==> src/rtl/fetch_inst_buffer.sv <==
// rtl/fetch_inst_buffer.sv - fetch instruction buffer: 4-wide block fill, 2-wide in-order drain to decode
// Optional perf counters enabled by defining FETCH_PERF_CNT_EN.
`ifndef ADDR_LEN
`define ADDR_LEN 32
`endif
`ifndef INSN_LEN
`define INSN_LEN 32
`endif

module fetch_inst_buffer #(
  parameter int                    DEPTH    = 8,
  parameter int                    IBUF_SEL = 3,
  parameter logic [`ADDR_LEN-1:0]  RESET_PC = '0
) (
  input  logic                     clk_i,
  input  logic                     reset_i,
  output logic [`ADDR_LEN-1:0]     pc_o,
  input  logic [4*`INSN_LEN-1:0]   idata_i,
  input  logic                     stall_dp_i,
  input  logic                     redirect_i,
  input  logic [`ADDR_LEN-1:0]     redirect_pc_i,
  output logic [`INSN_LEN-1:0]     inst_1_o,
  output logic [`INSN_LEN-1:0]     inst_2_o,
  output logic [`ADDR_LEN-1:0]     pc_1_o,
  output logic [`ADDR_LEN-1:0]     pc_2_o,
  output logic                     inst_valid_1_o,
  output logic                     inst_valid_2_o,
`ifdef FETCH_PERF_CNT_EN
  output logic [31:0]              fetch_stall_cnt_o,
  output logic [31:0]              flush_cnt_o,
`endif
  output logic [IBUF_SEL:0]        ibuf_count_o
);

  localparam int CW = IBUF_SEL + 1;
  localparam logic [CW-1:0] ENQ_LIMIT = CW'(DEPTH - 4);

  logic [`INSN_LEN-1:0] insn_mem [DEPTH];
  logic [`ADDR_LEN-1:0] pc_mem   [DEPTH];
  logic [IBUF_SEL-1:0]  head, tail, head_nx;
  logic [CW-1:0]        count, count_nx;
  logic                 enq;
  logic [1:0]           deq;

  // Free space is judged on the start-of-cycle count; a same-cycle drain is not credited.
  assign enq     = !redirect_i && (count <= ENQ_LIMIT);
  assign head_nx = head + 1'b1;

  assign inst_valid_1_o = (count != '0);
  assign inst_valid_2_o = (count >= CW'(2));
  assign inst_1_o       = inst_valid_1_o ? insn_mem[head]    : '0;
  assign pc_1_o         = inst_valid_1_o ? pc_mem[head]      : '0;
  assign inst_2_o       = inst_valid_2_o ? insn_mem[head_nx] : '0;
  assign pc_2_o         = inst_valid_2_o ? pc_mem[head_nx]   : '0;
  assign ibuf_count_o   = count;

  assign deq      = stall_dp_i ? 2'd0 : ({1'b0, inst_valid_1_o} + {1'b0, inst_valid_2_o});
  assign count_nx = count + (enq ? CW'(4) : '0) - CW'(deq);

  always_ff @(posedge clk_i) begin
    if (enq) begin
      for (int k = 0; k < 4; k++) begin
        insn_mem[tail + IBUF_SEL'(k)] <= idata_i[k*`INSN_LEN +: `INSN_LEN];
        pc_mem[tail + IBUF_SEL'(k)]   <= pc_o + `ADDR_LEN'(4*k);
      end
    end
  end

  always_ff @(posedge clk_i or posedge reset_i) begin
    if (reset_i) begin
      pc_o  <= RESET_PC;
      head  <= '0;
      tail  <= '0;
      count <= '0;
    end else if (redirect_i) begin
      pc_o  <= redirect_pc_i & ~`ADDR_LEN'(3);
      head  <= '0;
      tail  <= '0;
      count <= '0;
    end else begin
      if (enq) begin
        tail <= tail + IBUF_SEL'(4);
        pc_o <= pc_o + `ADDR_LEN'(16);
      end
      head  <= head + IBUF_SEL'(deq);
      count <= count_nx;
    end
  end

`ifdef FETCH_PERF_CNT_EN
  // A redirect cycle counts as a flush only, never as a full-buffer stall.
  always_ff @(posedge clk_i or posedge reset_i) begin
    if (reset_i) begin
      fetch_stall_cnt_o <= '0;
      flush_cnt_o       <= '0;
    end else if (redirect_i) begin
      flush_cnt_o <= flush_cnt_o + 32'd1;
    end else if (!enq) begin
      fetch_stall_cnt_o <= fetch_stall_cnt_o + 32'd1;
    end
  end
`endif

  a_count_even: assert property (@(posedge clk_i) disable iff (reset_i) count[0] == 1'b0);
  a_count_max:  assert property (@(posedge clk_i) disable iff (reset_i) count <= CW'(DEPTH));

endmodule
==> config.mk <==
export PLATFORM = sky130hd
export DESIGN_NAME = fetch_inst_buffer
export DESIGN_NICKNAME = d
export VERILOG_FILES = /design/src/rtl/fetch_inst_buffer.sv
export SDC_FILE = /design/constraint.sdc
export NUM_CORES = 1
export LEC_CHECK = 0
export CAP_MARGIN = 20
export CORE_UTILIZATION = 35
export CTS_BUF_LIST = sky130_fd_sc_hd__clkbuf_8
export DETAILED_ROUTE_END_ITERATION = 7
export PLACE_DENSITY = 0.58
export SYNTH_ARGS = -nofsm -noshare
export SYNTH_HDL_FRONTEND = slang
export SYNTH_SLANG_ARGS = --single-unit
==> constraint.sdc <==
create_clock -name clk_i -period 8.86 [get_ports clk_i]
set_input_delay 1.772 -clock clk_i [delete_from_list [all_inputs] [get_ports clk_i]]
set_output_delay 1.772 -clock clk_i [all_outputs]
set_load 0.01 [all_outputs]
==> results of run 1 <==
critical path, stage by stage (launching register included):
cell             delay (ns)
dfrtp_1                0.46
nor3_4                 0.95
inv_1                  0.27
nor2_4                 0.67
buf_4                  0.77
nor2_1                 0.31
clkdlybuf4s50_1        0.57
cell families after synthesis:
family                   count (synthesis)
adder cells (fa/ha/maj)                 18
other                                    1
XOR/XNOR                               185
AND/OR/NAND/NOR                        977
multiplexers                           311
AO/OA/AOI/OAI                          110
buffers and inverters                  350
flip-flops                             534
power groups by stage:
stage | Clock [mW] | Combinational, mW | Sequential (mW)
global placement | 0 | 5.95 | 3.93
global route | 2.29 | 6.37 | 4.01
floorplan | 0 | 3.57 | 3.77
detailed placement | 0 | 6.01 | 4.00
finish | 2.15 | 5.94 | 3.95
CTS | 2.19 | 6.03 | 3.95
flip-flops by register name (all words and copies together), names as in the netlist:
name / flops
insn_mem: 256
pc_mem: 240
pc_o: 30
ibuf_count_o: 4
head: 3
tail: 1
layout make-up:
cell class,count,area [um^2]
well taps,1144,1431
clock buffers,101,1390
clock inverters,75,354.1
fillers,8012,49470
inverters,33,138.9
diodes,3,7.507
flip-flops and latches,534,15860
repair buffers,362,3561
multi-input cells,1607,12940
Yosys cell counts, types with 2 or more instances:
master / count / area, um^2
nand2_1: 655 / 2459
edfxtp_1: 496 / 14890
mux4_2: 248 / 5585
clkbuf_1: 233 / 874.6
xnor2_1: 134 / 1174
nor2_1: 121 / 454.2
a21oi_1: 64 / 320.3
mux2i_1: 63 / 630.6
nand3_1: 62 / 310.3
xor2_1: 51 / 446.7
buf_2: 42 / 210.2
nor3_1: 40 / 200.2
dfrtp_1: 38 / 950.9
buf_1: 36 / 135.1
nand4_1: 29 / 181.4
inv_1: 25 / 93.84
o21ai_0: 20 / 100.1
nor4_1: 19 / 118.9
ha_1: 16 / 200.2
and4_1: 9 / 78.83
a31oi_1: 7 / 43.79
or3_1: 7 / 43.79
buf_4: 6 / 45.04
nor4_2: 6 / 75.07
or4_1: 6 / 45.04
clkinv_1: 5 / 18.77
nor2b_1: 5 / 31.28
nand2b_1: 4 / 25.02
a21boi_0: 3 / 22.52
and2_1: 3 / 18.77
inv_2: 3 / 11.26
o31a_1: 3 / 26.28
a211o_1: 2 / 17.52
a311oi_1: 2 / 17.52
and3_1: 2 / 12.51
fa_1: 2 / 40.04
nand3b_1: 2 / 15.01
o211ai_1: 2 / 15.01
o31ai_1: 2 / 15.01
or2_2: 2 / 12.51
routing by layer:
metal | global-route usage [%] | wire length [um] | up-vias
li1 | - | - | 9257
met1 | 30.16 | 40120 | 10880
met2 | 38.81 | 49510 | 1053
met3 | 4.060 | 8480 | 198
met4 | 7.014 | 2757 | 10
met5 | 0 | 68 | -
worst paths after layout:
check / from / depth (start not counted) / slack (ns) / endpoint
max in group asynchronous: reset_i / 3 / 6.86 / head[1]$_DFF_PP0_
hold / removal: tail[2]$_DFFE_PP0N_ / 2 / 0.67 / tail[2]$_DFFE_PP0N_
min in group asynchronous: reset_i / 3 / 1.53 / pc_o[14]$_DFFE_PP0N_
setup / recovery: ibuf_count_o[2]$_DFF_PP0_ / 6 / 2.33 / pc_1_o[18]
hold reg to reg: tail[2]$_DFFE_PP0N_ / 2 / 0.67 / tail[2]$_DFFE_PP0N_
setup reg to reg: ibuf_count_o[2]$_DFF_PP0_ / 14 / 4.61 / ibuf_count_o[3]$_DFF_PP0_
per-stage QoR:
step           setup WS [ns]  instance area, um^2  total power [mW]
3_3_place_gp           3.013                33890             9.880
2_1_floorplan          4.545                30080             7.339
3_5_place_dp           2.956                33890             10.00
4_1_cts                2.216                35630             12.16
5_1_grt                2.083                35670             12.68
6_report               2.326                35680             12.05
placed cells by master (no fill, tap or decap), types with 29 or more instances in the layout:
| cell | count |
|---|---|
| dfrtp_1 | 35 |
| edfxtp_1 | 496 |
| xor2_1 | 50 |
| mux2i_1 | 63 |
| mux4_2 | 248 |
| clkdlybuf4s50_1 | 320 |
| clkbuf_8 | 101 |
| a21oi_1 | 64 |
| nand3_1 | 62 |
| nor2_1 | 120 |
| nand2_1 | 653 |
| nand4_1 | 29 |
| xnor2_1 | 133 |
| inv_1 | 50 |
| buf_4 | 38 |
| nor3_1 | 37 |
==> impl_metrics.env, run 1 <==
export IMPL_overflow=0
export IMPL_first_pass_iters=6
export IMPL_period_needed_ns=6.534
export IMPL_yosys_area_share_simple_pct=13.72
export IMPL_grt_max_degree=112
export IMPL_syn2layout_area_growth_pct=18.70
export IMPL_synth_compound_area_share_pct=2.061
export IMPL_synth_ff_type="edfxtp_1"
export IMPL_fin_util_pct=41.90
export IMPL_insertion_delay_ns=0.69
export IMPL_cts_root_buf="clkbuf_8"
export IMPL_wl_per_cell_um=26.15
export IMPL_hp_class="register to register"
export IMPL_ant_nets=0
export IMPL_finalNetCount=2817
export IMPL_numCtsBuffers=97
export IMPL_synth_area_um2=30060
export IMPL_clk_pin_slew_worst_paths_ns=0.06
export IMPL_drv_slew=0
export IMPL_async_reset_ff_share_pct=7.116
export IMPL_p_leak_nw=12.04
export IMPL_io_buffers=321
export IMPL_track_usage_pct=23.00
export IMPL_cts_hold_buf=0
export IMPL_p_seq_share_pct=32.8
export IMPL_ir_worst_vdd_mv=0.2619
export IMPL_synthXorXnorAreaFrac_pct=5.391
export IMPL_cts_resized=0
export IMPL_fmax_ghz=0.1530
export IMPL_start_util_pct=35.30
export IMPL_vias_per_cell=5.545
export IMPL_synth_cell_types=51
export IMPL_gp_congestion=0.8052
export IMPL_fp_row_count=107
export IMPL_via_count=21400
export IMPL_synth_edf_count=496
export IMPL_crit_arrival_ns=4.76
export IMPL_crit_type="register to output pin"
export IMPL_syn_inst=2486
export IMPL_startpoint_type="register"
export IMPL_fin_crit_sh_pct=73.75
export IMPL_layout_cells_non_filler=3859
export IMPL_tns_ns=0
export IMPL_cap_violations=0
export IMPL_powerDensity_nw_per_um2=337.7
export IMPL_io_pins=330
export IMPL_fin_skew_ns=0.03917
export IMPL_drive_gt1_share_pct=16.41
export IMPL_synth_area_per_cell_um2=12.09
export IMPL_power_frac_clock_pct=17.9
export IMPL_synth_top_family_by_area="multiplexers"
export IMPL_die_width_um=295.0
export IMPL_swShare_pct=39.33
export IMPL_rsz0062_at_grt="no"
export IMPL_holdWs_ns=0.6664
export IMPL_routed_wl_um=100900
export IMPL_clock_sinks=534
export IMPL_grt_first_pass_wirelength_um=144500
export IMPL_outcome="complete, no violations"
export IMPL_yosysSeqAreaShare_pct=52.72
export IMPL_end_kind="output pin"
export IMPL_fp_coreArea_um2=85150
export IMPL_worst_slew_pin_slew_ns=1.187
export IMPL_slew_headroom_pct=20.62
export IMPL_die_h_um=295.0
export IMPL_synthAdderAreaFrac_pct=0.7993
export IMPL_cts_setup_buffers=0
export IMPL_cts_max_path_buffers=3
export IMPL_setup_viol=0
export IMPL_drc=0
export IMPL_dieArea_um2=87050
export IMPL_hold_violations=0
export IMPL_htreeDepth=3
export IMPL_placedCellCount=3678
export IMPL_internal_power_mw=7.309
export IMPL_cts_tree="done"
export IMPL_ys_ff_latch=534
export IMPL_drt_iter0_drc=2149
export IMPL_hpwl_um=61890
export IMPL_muxShareOfSynthArea_pct=20.68
export IMPL_grt_pass1_vias=21750
export IMPL_crit_fanout=43
export IMPL_cp_data_required_time_ns=7.09
export IMPL_pwr_share_comb_pct=49.3
export IMPL_ys_warn_count=0
export IMPL_p_switching_mw=4.738
export IMPL_antenna_found_initial=6
Note: power is estimated with default switching activity, not from simulation.
==> inputs of run 2 (changes only) <==
Settings changed: PLACE_DENSITY 0.58 to 0.6.
Clock period 8.86 ns to 5.6 ns, I/O delays scaled along.
==> run 2 against run 1 <==
  * First-iteration DRC count decreased by 9.4%
  * Routed wire length down 2.3%
  * Critical path depth is 1 lower
  * Core utilization increased by 0.54 points
  * Global-route usage decreased by 0.60 points
  * Largest power group unchanged
==> impl_metrics.env, run 2 (same netlist as run 1, synthesis figures left out) <==
export IMPL_outcome="complete, no violations"
export IMPL_io_pins=330
export IMPL_top_layer="met5"
export IMPL_crit_chain="buf_12, mux4_2, mux2i_1, nor2_1, clkdlybuf4s50_1"
export IMPL_wl_met3_um=8796
export IMPL_cts_tree="done"
export IMPL_top_regs="insn_mem x256, pc_mem x240, pc_o x30"
export IMPL_cp_data_required_time_ns=4.48
export IMPL_crit_arrival_ns=3.84
export IMPL_grt_pass1_vias=22060
export IMPL_overflow=0
export IMPL_slew_headroom_pct=16.59
export IMPL_ant_nets=0
export IMPL_placed_cell_area_um2=34160
export IMPL_p_leak_nw=12.22
export IMPL_drc=0
export IMPL_end_kind="output pin"
export IMPL_regArea_um2=15860
export IMPL_layout_cells_non_filler=3876
export IMPL_p_total_mw=19.49
export IMPL_largest_register="insn_mem"
export IMPL_grt_max_degree=141
export IMPL_gp_congestion=0.8125
export IMPL_die_h_um=295.0
export IMPL_vias_per_cell=5.538
export IMPL_wl_met2_um=48370
export IMPL_worst_slew_pin_slew_ns=1.251
export IMPL_crit_slowest_cell="dfrtp_4"
export IMPL_powerDensity_nw_per_um2=539.3
export IMPL_cts_resized=0
export IMPL_drt_iter0_drc=1947
export IMPL_dieArea_um2=87050
export IMPL_crit_type="register to output pin"
export IMPL_holdWs_ns=0.6776
export IMPL_hold_violations=0
export IMPL_fmax_ghz=0.2018
export IMPL_startpoint_type="register"
export IMPL_start_util_pct=35.30
export IMPL_first_pass_iters=5
export IMPL_fp_coreArea_um2=85150
export IMPL_fill_cells=7968
export IMPL_multiInputGateArea_um2=12910
export IMPL_setup_viol=0
export IMPL_clock_sinks=534
export IMPL_layout_commonest_cell="nand2_1"
export IMPL_period_needed_ns=4.956
export IMPL_syn2layout_area_growth_pct=20.24
export IMPL_cts_max_path_buffers=3
export IMPL_routed_wl_um=98620
export IMPL_antenna_found_initial=5
export IMPL_placedCellCount=3691
export IMPL_htreeDepth=3
export IMPL_finalNetCount=2830
export IMPL_io_buffers=321
export IMPL_cts_root_buf="clkbuf_8"
export IMPL_numCtsBuffers=98
export IMPL_drv_slew=0
export IMPL_clk_pin_slew_worst_paths_ns=0.06
export IMPL_crit_fanout=140
export IMPL_wl_met1_um=38480
export IMPL_track_usage_pct=22.40
export IMPL_grt_first_pass_wirelength_um=142500
export IMPL_final_cell_mix="653 x nand2_1, 496 x edfxtp_1, 320 x clkdlybuf4s50_1, 248 x mux4_2, 133 x xnor2_1"
export IMPL_fin_skew_ns=0.05867
export IMPL_wl_per_cell_um=25.44
export IMPL_slowest_delay_ns=0.74
export IMPL_cap_violations=0
export IMPL_rsz0062_at_grt="no"
export IMPL_die_width_um=295.0
export IMPL_drive_gt1_share_pct=17.00
export IMPL_ir_worst_vdd_mv=0.7345
export IMPL_cts_hold_buf=0
export IMPL_cts_setup_buffers=0
export IMPL_largest_reg_flops=256
export IMPL_hpwl_um=61350
export IMPL_insertion_delay_ns=0.72
export IMPL_final_area_um2=36140
export IMPL_fin_crit_sh_pct=88.51
export IMPL_tns_ns=0
export IMPL_hp_class="register to register"
export IMPL_via_count=21470
export IMPL_fp_row_count=107
==> run 2: cell type report <==
type                    instances  share of cell area, %
inverters                      33                 0.3843
clock buffers                 108                  4.113
well taps                    1144                  3.961
clock inverters                74                  1.295
repair buffers                374                  10.62
multi-input cells            1607                  35.73
diodes                          2                0.01385
flip-flops and latches        534                  43.88
==> run 2: path summary, 6_finish.rpt <==
kind                                startpoint                      end  slack, ns  cells past startpoint
max                          head[0]$_DFF_PP0_             inst_1_o[23]       0.64                      5
min                        tail[2]$_DFFE_PP0N_      tail[2]$_DFFE_PP0N_       0.68                      2
max reg2reg                pc_o[3]$_DFFE_PP0P_  pc_mem[7][24]$_DFFE_PP_       2.01                      6
min reg2reg                tail[2]$_DFFE_PP0N_      tail[2]$_DFFE_PP0N_       0.68                      2
max in group asynchronous              reset_i        head[2]$_DFF_PP0_       4.24                      3
min in group asynchronous              reset_i     pc_o[13]$_DFFE_PP0N_       0.85                      3
==> run 2: critical path: cells and delay by family (launching register included) <==
kind	cells	cell delay (ns)
simple gates	1	0.06
flops	1	0.74
mux	2	0.85
buf+inv	2	1.06
==> run 2: stage by stage <==
step | utilization [%] | setup WS, ns
global placement | 40.12 | 1.494
detailed placement | 40.12 | 1.450
floorplan | - | 1.937
CTS | 42.42 | 0.7126
finish | 42.44 | 0.6437
global route | 42.44 | 0.5072
==> run 2: metal layers <==
layer	vias to the layer above	global-route usage, %
li1	9281	-
met1	10880	28.68
met2	1106	38.07
met3	190	3.932
met4	8	8.025
met5	-	0
==> run 2: report_power, final <==
| part | internal (mW) | switching, mW |
|---|---|---|
| Combinational | 4.38 | 5.17 |
| Clock | 2.01 | 1.72 |
| Sequential | 5.60 | 0.609 |
| Total | 12.0 | 7.50 |
